**config.mk**
```make
export PLATFORM = sky130hd
export DESIGN_NAME = exp_scan_ctrl
export DESIGN_NICKNAME = d
export VERILOG_FILES = /design/src/rtl/exp_scan_pkg.sv /design/src/rtl/exp_scan_ctrl.sv
export SDC_FILE = /design/constraint.sdc
export NUM_CORES = 1
export LEC_CHECK = 0
export CORE_AREA = 2 2 202 204
export CTS_CLUSTER_DIAMETER = 150
export DETAILED_ROUTE_END_ITERATION = 10
export DIE_AREA = 0 0 204 206
export PLACE_DENSITY = 0.56
export SYNTH_ARGS = -nofsm -noshare
export SYNTH_HDL_FRONTEND = slang
export SYNTH_SLANG_ARGS = --single-unit
```
**constraint.sdc**
```tcl
create_clock -name clock -period 5.75 [get_ports clock]
set_input_delay 1.15 -clock clock [delete_from_list [all_inputs] [get_ports clock]]
set_output_delay 1.15 -clock clock [all_outputs]
set_load 0.02 [all_outputs]
```
**src/rtl/exp_scan_pkg.sv**
```systemverilog
// Shared types for the exponent scan controller: modular-multiplier command
// encoding and the controller state encoding.
package exp_scan_pkg;

  typedef enum logic [1:0] {
    INIT     = 2'b00,
    SQUARE   = 2'b01,
    MULTIPLY = 2'b10,
    ONE      = 2'b11
  } op_e;

  typedef enum logic [2:0] {
    IDLE  = 3'd0,
    LOAD  = 3'd1,
    SCAN  = 3'd2,
    ISSUE = 3'd3,
    WAIT  = 3'd4,
    NEXT  = 3'd5,
    FIN   = 3'd6
  } state_e;

endpackage

```
**src/rtl/exp_scan_ctrl.sv**
```systemverilog
// Left-to-right square-and-multiply sequencer: walks the exponent MSB-first through an
// external shift register and issues INIT/SQUARE/MULTIPLY/ONE commands to a multiplier.
module exp_scan_ctrl
  import exp_scan_pkg::*;
#(
  parameter int WIDTH = 256,
  parameter int CNT_W = $clog2(WIDTH + 1)
) (
  input  logic             clock,
  input  logic             reset,
  input  logic             start,
  input  logic [WIDTH-1:0] exponent,
  output logic             busy,
  output logic             done,
  output logic             sr_enable,
  output logic             sr_load,
  output logic             sr_dir,
  output logic             sr_shift_in,
  output logic [WIDTH-1:0] sr_data_in,
  input  logic             sr_shift_out,
  output logic             op_valid,
  output logic [1:0]       op_type,
  input  logic             op_ready,
  input  logic             op_done
);

  localparam logic [CNT_W-1:0] CNT_FULL = CNT_W'(WIDTH);
  localparam logic [CNT_W-1:0] CNT_ONE  = CNT_W'(1);

  state_e           state_q;
  logic [CNT_W-1:0] cnt_q;
  op_e              op_q;
  op_e              op_type_q;
  logic             busy_q;
  logic             done_q;
  logic             sr_en_q;
  logic             sr_load_q;
  logic             op_valid_q;
  logic [WIDTH-1:0] sr_data_q;
  logic             scan_shift;

  // The leading-zero skip must react to the bit visible this cycle, so it is
  // the only shift request not taken from a register.
  assign scan_shift  = (state_q == SCAN) && !sr_shift_out && (cnt_q > CNT_ONE);

  assign sr_enable   = sr_en_q | scan_shift;
  assign sr_load     = sr_load_q;
  assign sr_data_in  = sr_data_q;
  assign sr_dir      = 1'b1;
  assign sr_shift_in = 1'b0;
  assign busy        = busy_q;
  assign done        = done_q;
  assign op_valid    = op_valid_q;
  assign op_type     = op_type_q;

  always_ff @(posedge clock) begin
    if (reset) begin
      state_q    <= IDLE;
      cnt_q      <= '0;
      op_q       <= INIT;
      op_type_q  <= INIT;
      busy_q     <= 1'b0;
      done_q     <= 1'b0;
      sr_en_q    <= 1'b0;
      sr_load_q  <= 1'b0;
      op_valid_q <= 1'b0;
      sr_data_q  <= '0;
    end else begin
      unique case (state_q)
        IDLE: begin
          if (start) begin
            busy_q    <= 1'b1;
            sr_en_q   <= 1'b1;
            sr_load_q <= 1'b1;
            sr_data_q <= exponent;
            state_q   <= LOAD;
          end
        end

        LOAD: begin
          cnt_q     <= CNT_FULL;
          sr_en_q   <= 1'b0;
          sr_load_q <= 1'b0;
          sr_data_q <= '0;
          state_q   <= SCAN;
        end

        SCAN: begin
          if (sr_shift_out) begin
            op_q       <= INIT;
            op_type_q  <= INIT;
            op_valid_q <= 1'b1;
            state_q    <= ISSUE;
          end else if (cnt_q > CNT_ONE) begin
            cnt_q <= cnt_q - CNT_ONE;
          end else begin
            op_q       <= ONE;
            op_type_q  <= ONE;
            op_valid_q <= 1'b1;
            state_q    <= ISSUE;
          end
        end

        ISSUE: begin
          if (op_ready) begin
            op_valid_q <= 1'b0;
            op_type_q  <= INIT;
            state_q    <= WAIT;
          end
        end

        WAIT: begin
          if (op_done) begin
            unique case (op_q)
              ONE: begin
                done_q  <= 1'b1;
                state_q <= FIN;
              end
              SQUARE: begin
                if (sr_shift_out) begin
                  op_q       <= MULTIPLY;
                  op_type_q  <= MULTIPLY;
                  op_valid_q <= 1'b1;
                  state_q    <= ISSUE;
                end else begin
                  sr_en_q <= 1'b1;
                  state_q <= NEXT;
                end
              end
              default: begin
                sr_en_q <= 1'b1;
                state_q <= NEXT;
              end
            endcase
          end
        end

        NEXT: begin
          // cnt_q counts the bits still in the register, so reaching one here
          // means the bit just consumed was the last.
          sr_en_q <= 1'b0;
          cnt_q   <= cnt_q - CNT_ONE;
          if (cnt_q == CNT_ONE) begin
            done_q  <= 1'b1;
            state_q <= FIN;
          end else begin
            op_q       <= SQUARE;
            op_type_q  <= SQUARE;
            op_valid_q <= 1'b1;
            state_q    <= ISSUE;
          end
        end

        FIN: begin
          done_q  <= 1'b0;
          busy_q  <= 1'b0;
          state_q <= IDLE;
        end

        default: begin
          state_q <= IDLE;
        end
      endcase
    end
  end

endmodule

```
### Word level (Yosys, flattened, before mapping)

Index checks and enable logic that the tools add are counted.

* register bits after elaboration: 277
* input port bits: 262
* output and inout bits: 265
* logic and storage cells: 97

* multiplexer cells: 42
* bitwise gates (word level): 1
* add/subtract/negate cells: 1
* $lt $le $gt $ge: 1
* reductions and logical operators: 20
* equal/unequal tests: 22

Operator list (number)
* $pmux 256 s2: 1
* $mux 256: 1
* $pmux 9 s3: 1
* $mux 3: 7
* $mux 9: 2
* $ne 2x2->1 const B: 9
* $pmux 3 s6: 1
* $mux 2: 7
* $mux 1: 13
* $reduce_bool 3->1: 4
* $eq 3x3->1 const B: 3
* $eq 9x1->1 const B: 1
* $gt 9x1->1 const B: 1
* $sub 9x1->9 const B: 1
* $pmux 2 s4: 1
* $reduce_and 4->1: 2
* $reduce_and 7->1: 1
* $eq 3x2->1 const B: 2
* $ne 3x3->1 const B: 2
* $pmux 1 s2: 3
* $pmux 1 s3: 2
* $pmux 2 s3: 1
* $pmux 3 s2: 1
* $reduce_and 6->1: 1
* other kinds (15): 19

### Longest topological paths before layout

* depth in word-level cells: 4
* depth in mapped cells: 7
* mapped depth without buffers: 6

### Least setup slack after synthesis

No wires, ideal clock.

* path kind: in2out
* from: in sr_shift_out
* to: out sr_enable
* path buffers: 1
* data arrival time: 1.919 ns
* slack: 2.681 ns
* stages on the path: 4
* data required time: 4.600 ns
* cell sequence: nor4b_4 o31ai_4 buf_6 nand2b_1

* cells in the longest elaborated chain, start to end: 4

RTL lines
* start, declared: RTL line exp_scan_ctrl.sv:20 `input logic sr_shift_out,`
* $logic_not 1->1: RTL line exp_scan_ctrl.sv:44 `assign scan_shift = (state_q == SCAN) && !sr_shift_out && (cnt_q > CNT_ONE);`
* $logic_and 1x1->1 (2 in a row): RTL line exp_scan_ctrl.sv:44
* $or 1x1->1: RTL line exp_scan_ctrl.sv:46 `assign sr_enable = sr_en_q | scan_shift;`
* end, declared: RTL line exp_scan_ctrl.sv:15 `output logic sr_enable,`

Every way passes these cells.

### Worst setup path after layout

Ends and elaborated chain as after synthesis.

==> results by group <==
STA
  • Slew Limit Fails: 0
  • Rel. slew slack: 0.326
  • Post-route worst setup slack: 1.57 ns
  • Hold Violations, Final: 0
  • Setup Skew: 0.0113 ns
  • Unrepaired setup endpoints after global routing: false
  • Setup violations, final: 0
  • Measured slew at the worst slew-check pin: 1.01 ns
  • Min Tclk post-route: 4.18 ns
  • Hold Slack: 0.466 ns
  • Tcrit/Tclk final: 0.727
  • Fmax: 0.239 GHz
  • Setup TNS Final: 0 ns

Clock network
  • CTS buffer count: 34
  • Clk buf depth: 3
  • Root Driver: clkbuf_16
  • # H-tree levels: 2
  • CTS tree: done
  • Worst-skew pair later-pin latency: 0.52 ns
  • Hold Buf Count CTS: 0
  • Resize count post-CTS: 0
  • CTS clk-pin slew, worst paths: 0.05 ns
  • Post-CTS setup buffers: 0
  • TritonCTS Sinks: 277

Worst hold path
  • Critical hold path startpoint: op_valid$_SDFFE_PP0P_
  • Hold crit path type: flop to flop
  • Worst hold endpoint: op_valid$_SDFFE_PP0P_
  • Hold path depth: 1

Final layout
  • Total Nets Final: 1759
  • Share of layout cells above drive strength 1: 0.0475
  • ANT cells: 0
  • Synthesis-to-finish area growth: 69.6%
  • Post-route cell area: 16500 um2
  • Non-filler cells, final: 2048
  • Core Util, Final: 0.411

Logic synthesis
  • Mapped Avg Cell Area: 9.56 um2
  • Synth top area cells: dfxtp_1 (57%), a22oi_1 (20%), nor2_1 (10%)
  • Synth Register Bits: 277
  • Post-synth EDFFs: 0
  • Yosys cell types: 53
  • Syn Nets: 1286
  • Post-synth top flop: dfxtp_1
  • Yosys warning total: 0
  • Synth Cell Area: 9750 um2
  • Post-synth ARST share: 0
  • Largest area contributor in the netlist: dfxtp_1
  • Sequential-to-total area share from yosys stat: 0.569
  • Gate Count Post-Synth: 1020
  • Top cell type's share of synthesized area: 0.569

Floorplan
  • Initial Util: 0.243
  • Core region area: 40200 um2
  • Die H: 206 um
  • Io pins: 527
  • Die width: 204 um
  • Die Area: 42000 um2
  • Rows: 74

Placed design
  • Placed cell count: 1989
  • Routability cong.: 0.807
  • Pre-CTS setup slack: 1.59 ns
  • PortBufs: 524
  • Placed cell area: 15400 um2
  • Post-detail-place hpwl: 24.4 mm

Power
  • Switching pwr: 2.66 mW
  • Static leakage: 6.17 nW
  • Gate power share: 0.375
  • Pwr dens: 454 nW/um2
  • Total Power: 7.51 mW
  • Internal Power: 4.85 mW
  • Net Sw Frac: 0.355
  • Clock power share: 0.286
  • Peak VDD IR: 0.330 mV
  • Seq pwr share: 0.339

Detailed routing
  • DR vias: 9449
  • # DRC: 0
  • Routed vias/inst: 4.61
  • DR pass1 iterations: 5
  • Post-route ant nets: 0
  • Drt total wl: 35.5 mm
  • DRC marker count from the first detailed-route iteration: 591
  • DR WL/cell: 17.3 um

Worst setup path
  • CP Data Required Time: 4.60 ns
  • RR Endpoint: sr_data_in[15]$_SDFFE_PP0P_
  • Crit-path max cell delay: 0.62 ns
  • Worst Path Arrival: 3.03 ns
  • Cell mode on critical path: clkdlybuf4s50_1
  • CP startpoint kind: primary input
  • Critical Path Slowest Stage Cell: clkdlybuf4s50_1
  • Reg2reg start: state_q[2]$_SDFFE_PP0P_
  • WS Path Type: primary input to output pin
  • Worst Setup End Kind: output pin
  • Crit path buffers/inverters: 2
  • FF-to-FF setup slack: 3.38 ns
  • Crit Path Max Fanout: 13
  • Worst R2R Path Depth: 5
  • Crit path cell chain: clkdlybuf4s50_1, nor4b_4, o31ai_4, nand2b_1, clkdlybuf4s50_1
  • CP top delay family: buffers and inverters

Global route
  • Antenna violations before repair: 0
  • GRT Total Usage: 0.157
  • First-pass GRT wire length: 52.3 mm
  • Largest net degree at the start of global routing: 144
  • Overflow after GRT: 0
  • Vias in the first global route: 9233

Outcome
  • Status: completed

Run
  • Max-cap viol count: 0
## per-layer routing
layer | global-route usage | wire length, um | vias up
met5 | 0 | 0 | -
met4 | 0.0650 | 987 | 0
met3 | 0.0494 | 2830 | 52
met2 | 0.258 | 17100 | 344
met1 | 0.190 | 14600 | 4451
li1 | - | - | 4602
## state kept, by name, indices dropped and copies added (netlist names)
register	cells
sr_data_in	256
op_type	2
sr_load	1
sr_en_q	1
done	1
state_q	3
busy	1
cnt_q	9
op_valid	1
op_q	2
## synthesized netlist by cell type (all sizes together), types with 4 or more instances
cell    instances
nor3            4
or3             6
nor2          266
a41oi           4
nand3           8
nor2b           4
a22oi         256
a21oi          10
buf            15
a211oi          7
inv             6
dfxtp         277
nand2          11
clkbuf         81
ha              4
mux2i           5
o21ai           7
## power groups by stage
stage / sequential (mW) / clock (mW) / combinational (mW)
floorplan: 2.94 / 0 / 1.27
global placement: 2.57 / 0 / 2.83
detailed placement: 2.58 / 0 / 2.83
CTS: 2.55 / 2.23 / 2.85
global route: 2.60 / 2.30 / 3.04
finish: 2.55 / 2.15 / 2.81
## cell families (layout without fill, tap and decap cells)
family / Yosys count / count (layout) / share of synthesized area
other: 2 / 2 / 0.000770
AOI/OAI and AO/OA: 310 / 310 / 0.240
buffers and inverters: 102 / 598 / 0.0425
DFF: 277 / 277 / 0.569
adders and majority gates: 4 / 4 / 0.00513
muxes: 5 / 5 / 0.00513
and+or+nand+nor: 320 / 320 / 0.137
## how the worst max path moves through the flow
stage | from | end | cells past startpoint
after floorplan | sr_shift_out | sr_enable | 4
after global placement | sr_shift_out | sr_enable | 5
after global routing | sr_shift_out | sr_enable | 5
final | sr_shift_out | sr_enable | 5
after detailed placement | sr_shift_out | sr_enable | 5
after CTS | sr_shift_out | sr_enable | 5
## area by class of cell
cell class,count,area (um2)
clock buffer,53,1050
clock inverter,6,80.1
fill,3970,23700
inverter,6,22.5
multi-input combinational,641,3800
sequential,277,5550
tap,532,666
timing repair buffer,533,5370
## cell usage in the layout (no fill, tap or decap), drive strengths merged, types with 7 or more instances in the layout
cell,count
a211oi,7
buf,9
o21ai,7
dfxtp,277
clkbuf,54
a21oi,10
nand3,8
clkdlybuf4s50,523
nand2,11
a22oi,256
nor2,266
Power figures use the tool's default switching activity.
